`src/rtl/fifo_pack_pkg.sv`:
```
// Shared types and width helpers for the FIFO read-side word packer.
package fifo_pack_pkg;

    typedef enum logic [1:0] {
        ACC_EMPTY = 2'd0,
        ACC_FILL  = 2'd1,
        ACC_FULL  = 2'd2,
        ACC_FLUSH = 2'd3
    } acc_state_t;

    // Width able to hold a word count from 0 up to and including ratio.
    function automatic int unsigned cnt_width(input int unsigned ratio);
        return $clog2(ratio + 32'd1);
    endfunction

    // Width of the idle counter, which only counts 0..timeout-1.
    function automatic int unsigned idle_width(input int unsigned timeout);
        return (timeout < 32'd2) ? 32'd1 : $clog2(timeout);
    endfunction

endpackage

```
`src/rtl/fifo_pack_out_reg.sv`:
```
// Valid/ready holding register for one packed word and its slice count.
module fifo_pack_out_reg #(
    parameter int unsigned DATA_W = 40,
    parameter int unsigned CNT_W  = 3
) (
    input  logic              clk_i,
    input  logic              rst_ni,
    input  logic              load_i,
    input  logic [DATA_W-1:0] data_i,
    input  logic [CNT_W-1:0]  count_i,
    input  logic              ready_i,
    output logic              valid_o,
    output logic [DATA_W-1:0] data_o,
    output logic [CNT_W-1:0]  count_o
);

    logic              valid_q, valid_d;
    logic [DATA_W-1:0] data_q, data_d;
    logic [CNT_W-1:0]  count_q, count_d;

    // Load has priority; otherwise an accepted word frees the register.
    always_comb begin
        valid_d = valid_q;
        data_d  = data_q;
        count_d = count_q;
        if (load_i) begin
            valid_d = 1'b1;
            data_d  = data_i;
            count_d = count_i;
        end else if (valid_q && ready_i) begin
            valid_d = 1'b0;
        end else begin
            valid_d = valid_q;
        end
    end

    // Holding register state.
    always_ff @(posedge clk_i or negedge rst_ni) begin
        if (!rst_ni) begin
            valid_q <= 1'b0;
            data_q  <= '0;
            count_q <= '0;
        end else begin
            valid_q <= valid_d;
            data_q  <= data_d;
            count_q <= count_d;
        end
    end

    assign valid_o = valid_q;
    assign data_o  = data_q;
    assign count_o = count_q;

endmodule

```
`src/rtl/fifo_read_packer.sv`:
```
// Pops narrow words from a first-word-fall-through FIFO read port and packs
// PACK_RATIO of them into one wide valid/ready word; partials leave on flush or idle timeout.
module fifo_read_packer
    import fifo_pack_pkg::*;
#(
    parameter int unsigned DATA_BITS  = 10,
    parameter int unsigned PACK_RATIO = 4,
    parameter int unsigned TIMEOUT    = 16,
    parameter int unsigned CNT_BITS   = cnt_width(PACK_RATIO)
) (
    input  logic                            r_clk,
    input  logic                            r_reset,
    input  logic                            fifo_empty,
    input  logic [DATA_BITS-1:0]            fifo_data,
    output logic                            fifo_read,
    input  logic                            flush,
    output logic [DATA_BITS*PACK_RATIO-1:0] out_data,
    output logic [CNT_BITS-1:0]             out_count,
    output logic                            out_valid,
    input  logic                            out_ready
);

    localparam int unsigned WIDE_BITS = DATA_BITS * PACK_RATIO;
    localparam int unsigned IDLE_BITS = idle_width(TIMEOUT);
    localparam logic [CNT_BITS-1:0]  FULL_CNT  = CNT_BITS'(PACK_RATIO);
    localparam logic [CNT_BITS-1:0]  ONE_CNT   = CNT_BITS'(32'd1);
    localparam logic [IDLE_BITS-1:0] IDLE_ONE  = IDLE_BITS'(32'd1);
    localparam logic [IDLE_BITS-1:0] IDLE_LAST =
        IDLE_BITS'((TIMEOUT == 32'd0) ? 32'd0 : TIMEOUT - 32'd1);

    logic [WIDE_BITS-1:0] acc_data_q, acc_data_d;
    logic [CNT_BITS-1:0]  acc_cnt_q, acc_cnt_d;
    logic [IDLE_BITS-1:0] idle_cnt_q, idle_cnt_d;
    logic                 flush_pend_q, flush_pend_d;

    acc_state_t acc_state_s;
    logic       xfer_s;
    logic       pop_s;
    logic       idle_s;
    logic       timeout_hit_s;

    // Derived accumulator state; a pending flush overrides the fill level.
    always_comb begin
        acc_state_s = ACC_EMPTY;
        if (flush_pend_q) begin
            acc_state_s = ACC_FLUSH;
        end else if (acc_cnt_q == FULL_CNT) begin
            acc_state_s = ACC_FULL;
        end else if (acc_cnt_q != '0) begin
            acc_state_s = ACC_FILL;
        end else begin
            acc_state_s = ACC_EMPTY;
        end
    end

    // Transfer and pop decisions; pop is gated by reset so nothing is consumed while held.
    always_comb begin
        xfer_s = ((acc_state_s == ACC_FULL) ||
                  ((acc_state_s == ACC_FLUSH) && (acc_cnt_q != '0))) &&
                 (!out_valid || out_ready);
        pop_s  = r_reset && !fifo_empty && (acc_state_s != ACC_FLUSH) &&
                 ((acc_state_s != ACC_FULL) || xfer_s);
    end

    assign fifo_read = pop_s;

    // Accumulator: a word popped during a transfer starts the next group in slice 0.
    always_comb begin
        acc_data_d = acc_data_q;
        acc_cnt_d  = acc_cnt_q;
        if (xfer_s && pop_s) begin
            acc_data_d = {{(WIDE_BITS - DATA_BITS){1'b0}}, fifo_data};
            acc_cnt_d  = ONE_CNT;
        end else if (xfer_s) begin
            acc_data_d = '0;
            acc_cnt_d  = '0;
        end else if (pop_s) begin
            for (int k = 0; k < int'(PACK_RATIO); k++) begin
                if (CNT_BITS'(k) == acc_cnt_q) begin
                    acc_data_d[k*DATA_BITS +: DATA_BITS] = fifo_data;
                end else begin
                    acc_data_d[k*DATA_BITS +: DATA_BITS] = acc_data_q[k*DATA_BITS +: DATA_BITS];
                end
            end
            acc_cnt_d = acc_cnt_q + ONE_CNT;
        end else begin
            acc_data_d = acc_data_q;
            acc_cnt_d  = acc_cnt_q;
        end
    end

    // Idle timeout and flush request tracking.
    always_comb begin
        idle_s        = (acc_state_s == ACC_FILL) && !pop_s;
        timeout_hit_s = 1'b0;
        idle_cnt_d    = '0;
        if (TIMEOUT == 32'd0) begin
            idle_cnt_d = '0;
        end else if (!idle_s) begin
            idle_cnt_d = '0;
        end else if (idle_cnt_q == IDLE_LAST) begin
            timeout_hit_s = 1'b1;
            idle_cnt_d    = '0;
        end else begin
            idle_cnt_d = idle_cnt_q + IDLE_ONE;
        end

        flush_pend_d = flush_pend_q;
        if (flush || timeout_hit_s) begin
            flush_pend_d = 1'b1;
        end else if (xfer_s || (acc_cnt_q == '0)) begin
            flush_pend_d = 1'b0;
        end else begin
            flush_pend_d = flush_pend_q;
        end
    end

    // Accumulator, idle counter and flush state registers.
    always_ff @(posedge r_clk or negedge r_reset) begin
        if (!r_reset) begin
            acc_data_q   <= '0;
            acc_cnt_q    <= '0;
            idle_cnt_q   <= '0;
            flush_pend_q <= 1'b0;
        end else begin
            acc_data_q   <= acc_data_d;
            acc_cnt_q    <= acc_cnt_d;
            idle_cnt_q   <= idle_cnt_d;
            flush_pend_q <= flush_pend_d;
        end
    end

    fifo_pack_out_reg #(
        .DATA_W (WIDE_BITS),
        .CNT_W  (CNT_BITS)
    ) u_out_reg (
        .clk_i   (r_clk),
        .rst_ni  (r_reset),
        .load_i  (xfer_s),
        .data_i  (acc_data_q),
        .count_i (acc_cnt_q),
        .ready_i (out_ready),
        .valid_o (out_valid),
        .data_o  (out_data),
        .count_o (out_count)
    );

endmodule

```
`config.mk`:
```
export PLATFORM = sky130hd
export DESIGN_NAME = fifo_read_packer
export DESIGN_NICKNAME = d
export VERILOG_FILES = /design/src/rtl/fifo_pack_pkg.sv /design/src/rtl/fifo_pack_out_reg.sv /design/src/rtl/fifo_read_packer.sv
export SDC_FILE = /design/constraint.sdc
export NUM_CORES = 1
export LEC_CHECK = 0
export CAP_MARGIN = 30
export CELL_PAD_IN_SITES_DETAIL_PLACEMENT = 0
export CELL_PAD_IN_SITES_GLOBAL_PLACEMENT = 1
export CORE_ASPECT_RATIO = 1.4
export CORE_UTILIZATION = 51
export CTS_CLUSTER_DIAMETER = 100
export CTS_CLUSTER_SIZE = 25
export DETAILED_ROUTE_END_ITERATION = 7
export DONT_BUFFER_PORTS = 1
export HOLD_SLACK_MARGIN = 0.1
export PLACE_DENSITY_LB_ADDON = 0.1
export SLEW_MARGIN = 5
export SYNTH_ARGS = -nofsm -noshare
export SYNTH_HDL_FRONTEND = slang
export SYNTH_SLANG_ARGS = --single-unit
```
`constraint.sdc`:
```
create_clock -name r_clk -period 6.1 [get_ports r_clk]
set_clock_uncertainty 0.2 [all_clocks]
set_input_delay 1.22 -clock r_clk [delete_from_list [all_inputs] [get_ports r_clk]]
set_output_delay 1.22 -clock r_clk [all_outputs]
set_load 0.02 [all_outputs]
```
Yosys cells after proc, flatten, opt, wreduce, memory -nomap -nowiden
Cells that the tools add are included.

word-level totals
  bits in registers = 92
  bits of input ports = 15
  output and inout port bits = 45
  word-level logic and storage cells = 72

cells by class
  add/subtract/negate cells = 2
  equal/unequal tests = 10
  muxes and demuxes = 21
  reduce and logical (&&, ||, !) cells = 29

operators by type and width
  operator                                       count
  2-to-1 mux 40 bit                              3
  2-to-1 mux 10 bit                              4
  nonzero test 3 bit                             6
  2-to-1 mux 3 bit                               3
  logical AND 1 bit                              8
  2-to-1 mux 4 bit                               2
  AND reduction 2 bit                            4
  2-to-1 mux 1 bit                               7
  == test 2 x 3 -> 1 bit, first input constant   2
  logical OR 1 bit                               5
  adder 4 x 1 -> 4 bit, second input constant    1
  == test 2 bit, second input constant           2
  == test 4 bit, second input constant           1
  2-to-1 mux 2 bit                               2
  inequality test 2 bit, second input constant   2
  nonzero test 2 bit                             2
  adder 3 x 1 -> 3 bit, second input constant    1
  == test 1 x 3 -> 1 bit, first input constant   1
  == test 3 bit, second input constant           1
  zero test 1 bit                                3
  zero test 3 bit                                1
  == test 2 x 1 -> 1 bit, second input constant  1

Depth between registers and ports, before layout
Gate-level depths: netlist of run 1.

  depth after elaboration = 15
  mapped depth = 8

Hierarchy
Synthesis of run 1 repeated with hierarchy kept, for this count alone.

unflattened totals
  cell total of the unflattened synthesis = 297
  area, all modules = 3,928.8 um^2

by module, submodules not included
  module             times used  cells each  area each (um^2)  seq. area each (um^2)
  fifo_read_packer   1           203         2,094.5           1,201.2
  fifo_pack_out_reg  1           94          1,834.3           1,101.1

Worst setup path after synthesis of run 1
No wires, ideal clock.

  path type = input to output
  start point = input port fifo_empty
  end point = output port fifo_read
  arrival = 2.110 ns
  data required time = 4.680 ns
  slack = 2.570 ns
  stages = 3
  buffers on the path = 1
  cell sequence = or3b_1 > buf_2 > nor2_1

between the ends
  word-level cells in the longest chain between the ends = 4

ends and longest elaborated chain
  element                         RTL line                source
  start, declared                 fifo_read_packer.sv:13  input logic fifo_empty,
  zero test 1 bit                 fifo_read_packer.sv:61  pop_s = r_reset && !fifo_empty && (acc_state_s != ACC_FLUSH) &&
  logical AND 1 bit (3 in a row)  fifo_read_packer.sv:61
  end, declared                   fifo_read_packer.sv:15  output logic fifo_read,

Every way passes these cells.

Final worst setup path of run 1
  start point = input port r_reset
  end point = output port fifo_read

between the ends
  word-level cells in the longest chain between the ends = 3

ends and longest elaborated chain
  element                         RTL line                source
  start, declared                 fifo_read_packer.sv:12  input logic r_reset,
  logical AND 1 bit (3 in a row)  fifo_read_packer.sv:61

Every way passes these cells.

==> results of run 1 <==
-- per-stage QoR --
step,util [%],setup WS (ps)
floorplan,-,2570
global placement,51.93,2338
detailed placement,52.29,2338
CTS,55.41,2335
global route,55.41,2275
finish,55.41,2336
-- routing by layer --
layer  routed length [um]  vias to the layer above  global-route usage, %  share of wire (%)
li1                     -                     1111                      -                  -
met1                 3677                     1218                  28.10                 45
met2                 3877                       62                  32.40                 48
met3                  388                       12                  5.106                4.8
met4                  157                        0                  9.704                1.9
met5                    0                        -                      0                  0
-- flip-flops by register name, summed over array words and instances (netlist names) --
signal and cells:
acc_cnt_q 3, acc_data_q 40, flush_pend_q 1, idle_cnt_q 4, u_out_reg.count_o 3, u_out_reg.data_o 40, u_out_reg.valid_o 1
-- kinds of logic after synthesis --
| group | after synthesis |
|---|---|
| flip-flops | 92 |
| AO/OA/AOI/OAI | 84 |
| AND/OR/NAND/NOR | 52 |
| multiplexers | 43 |
| buffers and inverters | 31 |
| adder cells (fa/ha/maj) | 6 |
| XOR/XNOR | 2 |
-- placed cells by master, fill, tap and decap left out, types with 3 or more instances in the layout --
master | synthesis | routed
clkinvlp_4 | 0 | 3
clkbuf_8 | 0 | 9
dfrtp_1 | 92 | 92
nand3_1 | 21 | 21
a21oi_1 | 36 | 36
mux2_4 | 31 | 31
nor2_1 | 4 | 4
o31ai_1 | 10 | 10
o21ai_0 | 22 | 22
bufinv_16 | 0 | 3
ha_1 | 6 | 6
mux2_2 | 12 | 12
a22o_1 | 10 | 10
nand4_1 | 10 | 10
inv_1 | 7 | 7
-- path summary, 6_finish.rpt --
check / from / endpoint / slack [ps] / depth (start not counted)
worst max register to register: acc_cnt_q[0] / u_out_reg.data_o[24] / 3530 / 6
max in group asynchronous: r_reset / idle_cnt_q[2] / 5250 / 0
worst min register to register: acc_data_q[29] / u_out_reg.data_o[29] / 300 / 1
min in group asynchronous: r_reset / u_out_reg.data_o[8] / 330 / 0
worst min-delay path: acc_data_q[29] / u_out_reg.data_o[29] / 300 / 1
worst max-delay path: r_reset / fifo_read / 2340 / 2
-- power by group --
group	total (W)	switching [W]	internal, W
combinational	0.000495	0.000261	0.000233
clock	0.000488	0.000216	0.000272
sequential	0.000900	0.000169	0.000731
total	0.00188	0.000647	0.00124
-- area by class of cell --
cell class                 instances  share of cell area (%)
timing repair buffer               3                  0.9968
tap                              100                   2.932
multi-input combinational        187                   35.80
inverter                           8                  0.7036
clock inverter                     6                   2.639
clock buffer                      10                   2.990
sequential                        92                   53.94
==> results.yml, run 1 <==
clock_network:
  tritoncts: "built"
  clk_latency_ps: 360
  cts_buffers: 9
  root_buffer: "clkbuf_8"
  cts.sinks: 92
  cts_hold_buf: 0
  clockBufferDepth: 2
  post_cts_resized: 0
  cts_setup_buffers: 0
  h-tree-depth: 3
  cts.reportedPaths.clkPinSlew_ps: 80
layout:
  drive_gt1_share_pct: 21.57
  finish.instance_area_um2: 4268
  fill_cells: 664
  area_delta_synth_final_pct: 6.030
  diodes: 0
  multi_input_area_um2: 1528
  layoutNonFillerInstCount: 406
  regArea_um2: 2302
  fin_nets: 322
sta:
  rsz0062_at_grt: "false"
  period_minus_slack_ps: 3764
  slew_headroom_pct: 61.50
  tns_ps: 0
  worst_pin_slew_ps: 577.5
  max_freq_mhz: 265.7
  hold_viol: 0
  drv_slew: 0
  hold_ws_ps: 301.1
  fin_crit_sh_pct: 61.70
  setup_viol: 0
synthesis:
  async_flop_share_pct: 100.0
  synth_fa_ha_area_share_pct: 1.865
  synth_top_cell_area_share_pct: 57.20
  synthXorXnorAreaFrac_pct: 0.4352
  synth_top_family_by_area: "multiplexers"
  synth_most_common_cell: "dfrtp_1"
  synth_area_per_cell_um2: 12.98
  synth_cells: 310
  muxShareOfSynthArea_pct: 14.92
  yosysTopAreaCell: "dfrtp_1"
  synth-simple-area-share_pct: 7.802
  synth_compound_area_share_pct: 12.93
  synth-edff-count: 0
  synthFlopType: "dfrtp_1"
  synth_common_cells: "dfrtp_1 (92), a21oi_1 (36), mux2_4 (31), o21ai_0 (22), nand3_1 (21)"
  netlist_area_um2: 4025
  yosys_warnings: 0
  yosysUniqueCellTypes: 39
  synth.area.top_cells: "dfrtp_1 (57%), mux2_4 (12%), a21oi_1 (4.5%)"
  synth_seq_area_share_pct: 57.20
  syn_nets: 331
  synth-seq-cells: 92
global_route:
  grt_pass1_vias: 2396
  grt_start_max_net_pins: 98
  grt_pass1_wl_um: 13080
  antenna_found_initial: 0
  grt.total_usage_pct: 21.05
  grt_overflow: 0
detailed_routing:
  wl_per_cell_um: 19.95
  drc: 0
  dr.pass1.iters: 4
  vias: 2403
  avgViaCountPerCell: 5.919
  drt-total-wl_um: 8101
  ant_nets: 0
  drt_iter0_drc: 185
placement:
  placed_area_um2: 4028
  gp_congestion: 0.7411
  dp_hpwl_um: 5151
  dp.cells: 390
  io_buffers: 0
worst_setup_path:
  start_kind: "input port"
  crit_buf_inv: 0
  path_delay_family: "simple AND/OR/NAND/NOR gates"
  cp_max_fo: 97
  worstPathArrival_ps: 2340
  worst-setup-path-type: "in -> out"
  max_stage_delay_ps: 580
  worstPathRequired_ps: 4680
  endpoint_kind: "output pin"
  crit_chain: "or3b_1 > nor2_1"
  critPathSlowestCell: "or3b_1"
floorplan:
  initial_utilization_pct: 52.26
  core-area_um2: 7702
  die_x_um: 77.08
  chipHeight_um: 107.1
  ios: 60
  die-area_um2: 8256
  rows: 38
power:
  total_power_w: 0.001883
  max-vdd-ir-drop_mv: 0.3016
  p_leak_nw: 1.950
  power_density_nw_per_um2: 441.3
outcome:
  status: "finished, final reports clean"
flow_run:
  cap_viol_max_count: 0
min_path:
  hold_path_class: "reg -> reg"
Note: power is estimated with default switching activity, not from simulation.
==> run 2: changes to the inputs <==
- clock period: 6.1 -> 3.8 ns (I/O delays scaled with it)
==> run 2 against run 1 <==
  * Cell count increased by 0.25%
  * Via count decreased by 0.58%
  * Power up 55%
  * Critical endpoint unchanged
==> results.yml, run 2 (synthesis results as in run 1) <==
min_path:
  hold_path_class: "in -> async"
floorplan:
  ios: 60
  chipHeight_um: 107.1
  initial_utilization_pct: 52.26
  die_x_um: 77.08
  core-area_um2: 7702
  die-area_um2: 8256
  rows: 38
sta:
  slew_headroom_pct: 60.37
  fin_crit_sh_pct: 78.19
  max_freq_mhz: 336.6
  hold_viol: 0
  period_minus_slack_ps: 2971
  setup_viol: 0
  rsz0062_at_grt: "false"
  drv_slew: 0
  worst_pin_slew_ps: 594.5
  tns_ps: 0
power:
  p_sw_w: 0.001035
  max-vdd-ir-drop_mv: 0.3077
  total_power_w: 0.002915
  p_clk_share_pct: 22.8
  power_density_nw_per_um2: 685.9
  power_frac_comb_pct: 27.6
  seqPwrFrac_pct: 49.5
  p_leak_nw: 1.953
  p_int_w: 0.001880
  swShare_pct: 35.50
worst_setup_path:
  worstPathArrival_ps: 2010
  start_kind: "flop"
  cp_max_fo: 12
  endpoint_kind: "output pin"
  worst-setup-path-type: "reg -> out"
  worstPathRequired_ps: 2840
clock_network:
  h-tree-depth: 3
  clockBufferDepth: 2
  cts.reportedPaths.clkPinSlew_ps: 90
  cts.sinks: 92
  cts_buffers: 9
  root_buffer: "clkbuf_8"
  cts_setup_buffers: 0
  tritoncts: "built"
  clk_latency_ps: 350
global_route:
  grt_pass1_wl_um: 13280
  grt_pass1_vias: 2375
  grt_overflow: 0
  antenna_found_initial: 0
  grt_start_max_net_pins: 93
  grt.total_usage_pct: 21.46
layout:
  drive_gt1_share_pct: 21.82
  area_delta_synth_final_pct: 5.595
  diodes: 0
  final_common_cell: "dfrtp_1"
  fin_nets: 323
  final_util_pct: 55.18
  mostFrequentLayoutCells: "dfrtp_1 (92), a21oi_1 (36), mux2_4 (31)"
detailed_routing:
  avgViaCountPerCell: 5.870
  drt_iter0_drc: 140
  drt-total-wl_um: 8153
  wl_per_cell_um: 20.03
  ant_nets: 0
  dr.pass1.iters: 4
  drc: 0
  vias: 2389
placement:
  io_buffers: 0
  gp_congestion: 0.7305
  dp_hpwl_um: 5204
flow_run:
  cap_viol_max_count: 0
outcome:
  status: "finished, final reports clean"
==> run 2: cell type report <==
| type | instances | area (um^2) |
|---|---|---|
| Multi-Input combinational cell | 187 | 1528 |
| Inverter | 8 | 30.03 |
| Clock buffer | 12 | 155.1 |
| Clock inverter | 4 | 47.55 |
| Sequential cell | 92 | 2302 |
| Timing Repair Buffer | 4 | 62.56 |
| Tap cell | 100 | 125.1 |
| Fill cell | 671 | 3452 |
==> run 2: worst paths after layout <==
kind	start	to	slack [ps]	cells after the start
setup / recovery	acc_cnt_q[0]	fifo_read	830	4
setup reg to reg	acc_cnt_q[0]	u_out_reg.data_o[22]	1210	6
min in group r_clk	idle_cnt_q[0]	idle_cnt_q[0]	300	1
hold / removal	r_reset	u_out_reg.data_o[2]	120	1
max in group asynchronous	r_reset	acc_data_q[23]	2940	1
hold reg to reg	idle_cnt_q[0]	idle_cnt_q[0]	300	1
==> run 2: repair_timing <==
| action | CTS | global route |
|---|---|---|
| endpoints found under the hold margin | 92 | 0 |
| hold buffers | 1 | 0 |
| resized for setup | 0 | 0 |
==> run 2: worst max-delay path: stages, from the launching register on <==
cell,delay [ps]
dfrtp_1,400
inv_1,90
ha_1,300
and4b_1,390
nor2_1,490
==> run 2: per-stage QoR <==
step	worst slack, ps	hold slack [ps]	instance area (um^2)	instances
floorplan	1190	260.3	4025	310
global placement	964.0	266.1	4020	390
detailed placement	943.4	266.8	4020	390
CTS	797.1	134.6	4250	407
global route	703.6	141.7	4250	407
finish	828.9	118.6	4250	407
==> run 2: metal layers <==
| metal | share of wire [%] | global-route usage [%] | up-vias |
|---|---|---|---|
| met3 | 5.4 | 5.787 | 10 |
| met1 | 45 | 29.72 | 1201 |
| met2 | 48 | 32.40 | 67 |
| li1 | - | - | 1111 |
| met4 | 1.4 | 7.817 | 0 |
| met5 | 0 | 0 | - |
==> run 2: power by group through the flow <==
stage / Sequential (W) / Clock, W / Combinational, W
2_1_floorplan: 0.00141 / 0 / 0.000777
4_1_cts: 0.00145 / 0.000682 / 0.000814
3_5_place_dp: 0.00147 / 0 / 0.000790
3_3_place_gp: 0.00146 / 0 / 0.000777
5_1_grt: 0.00147 / 0.000720 / 0.000883
6_report: 0.00144 / 0.000666 / 0.000806
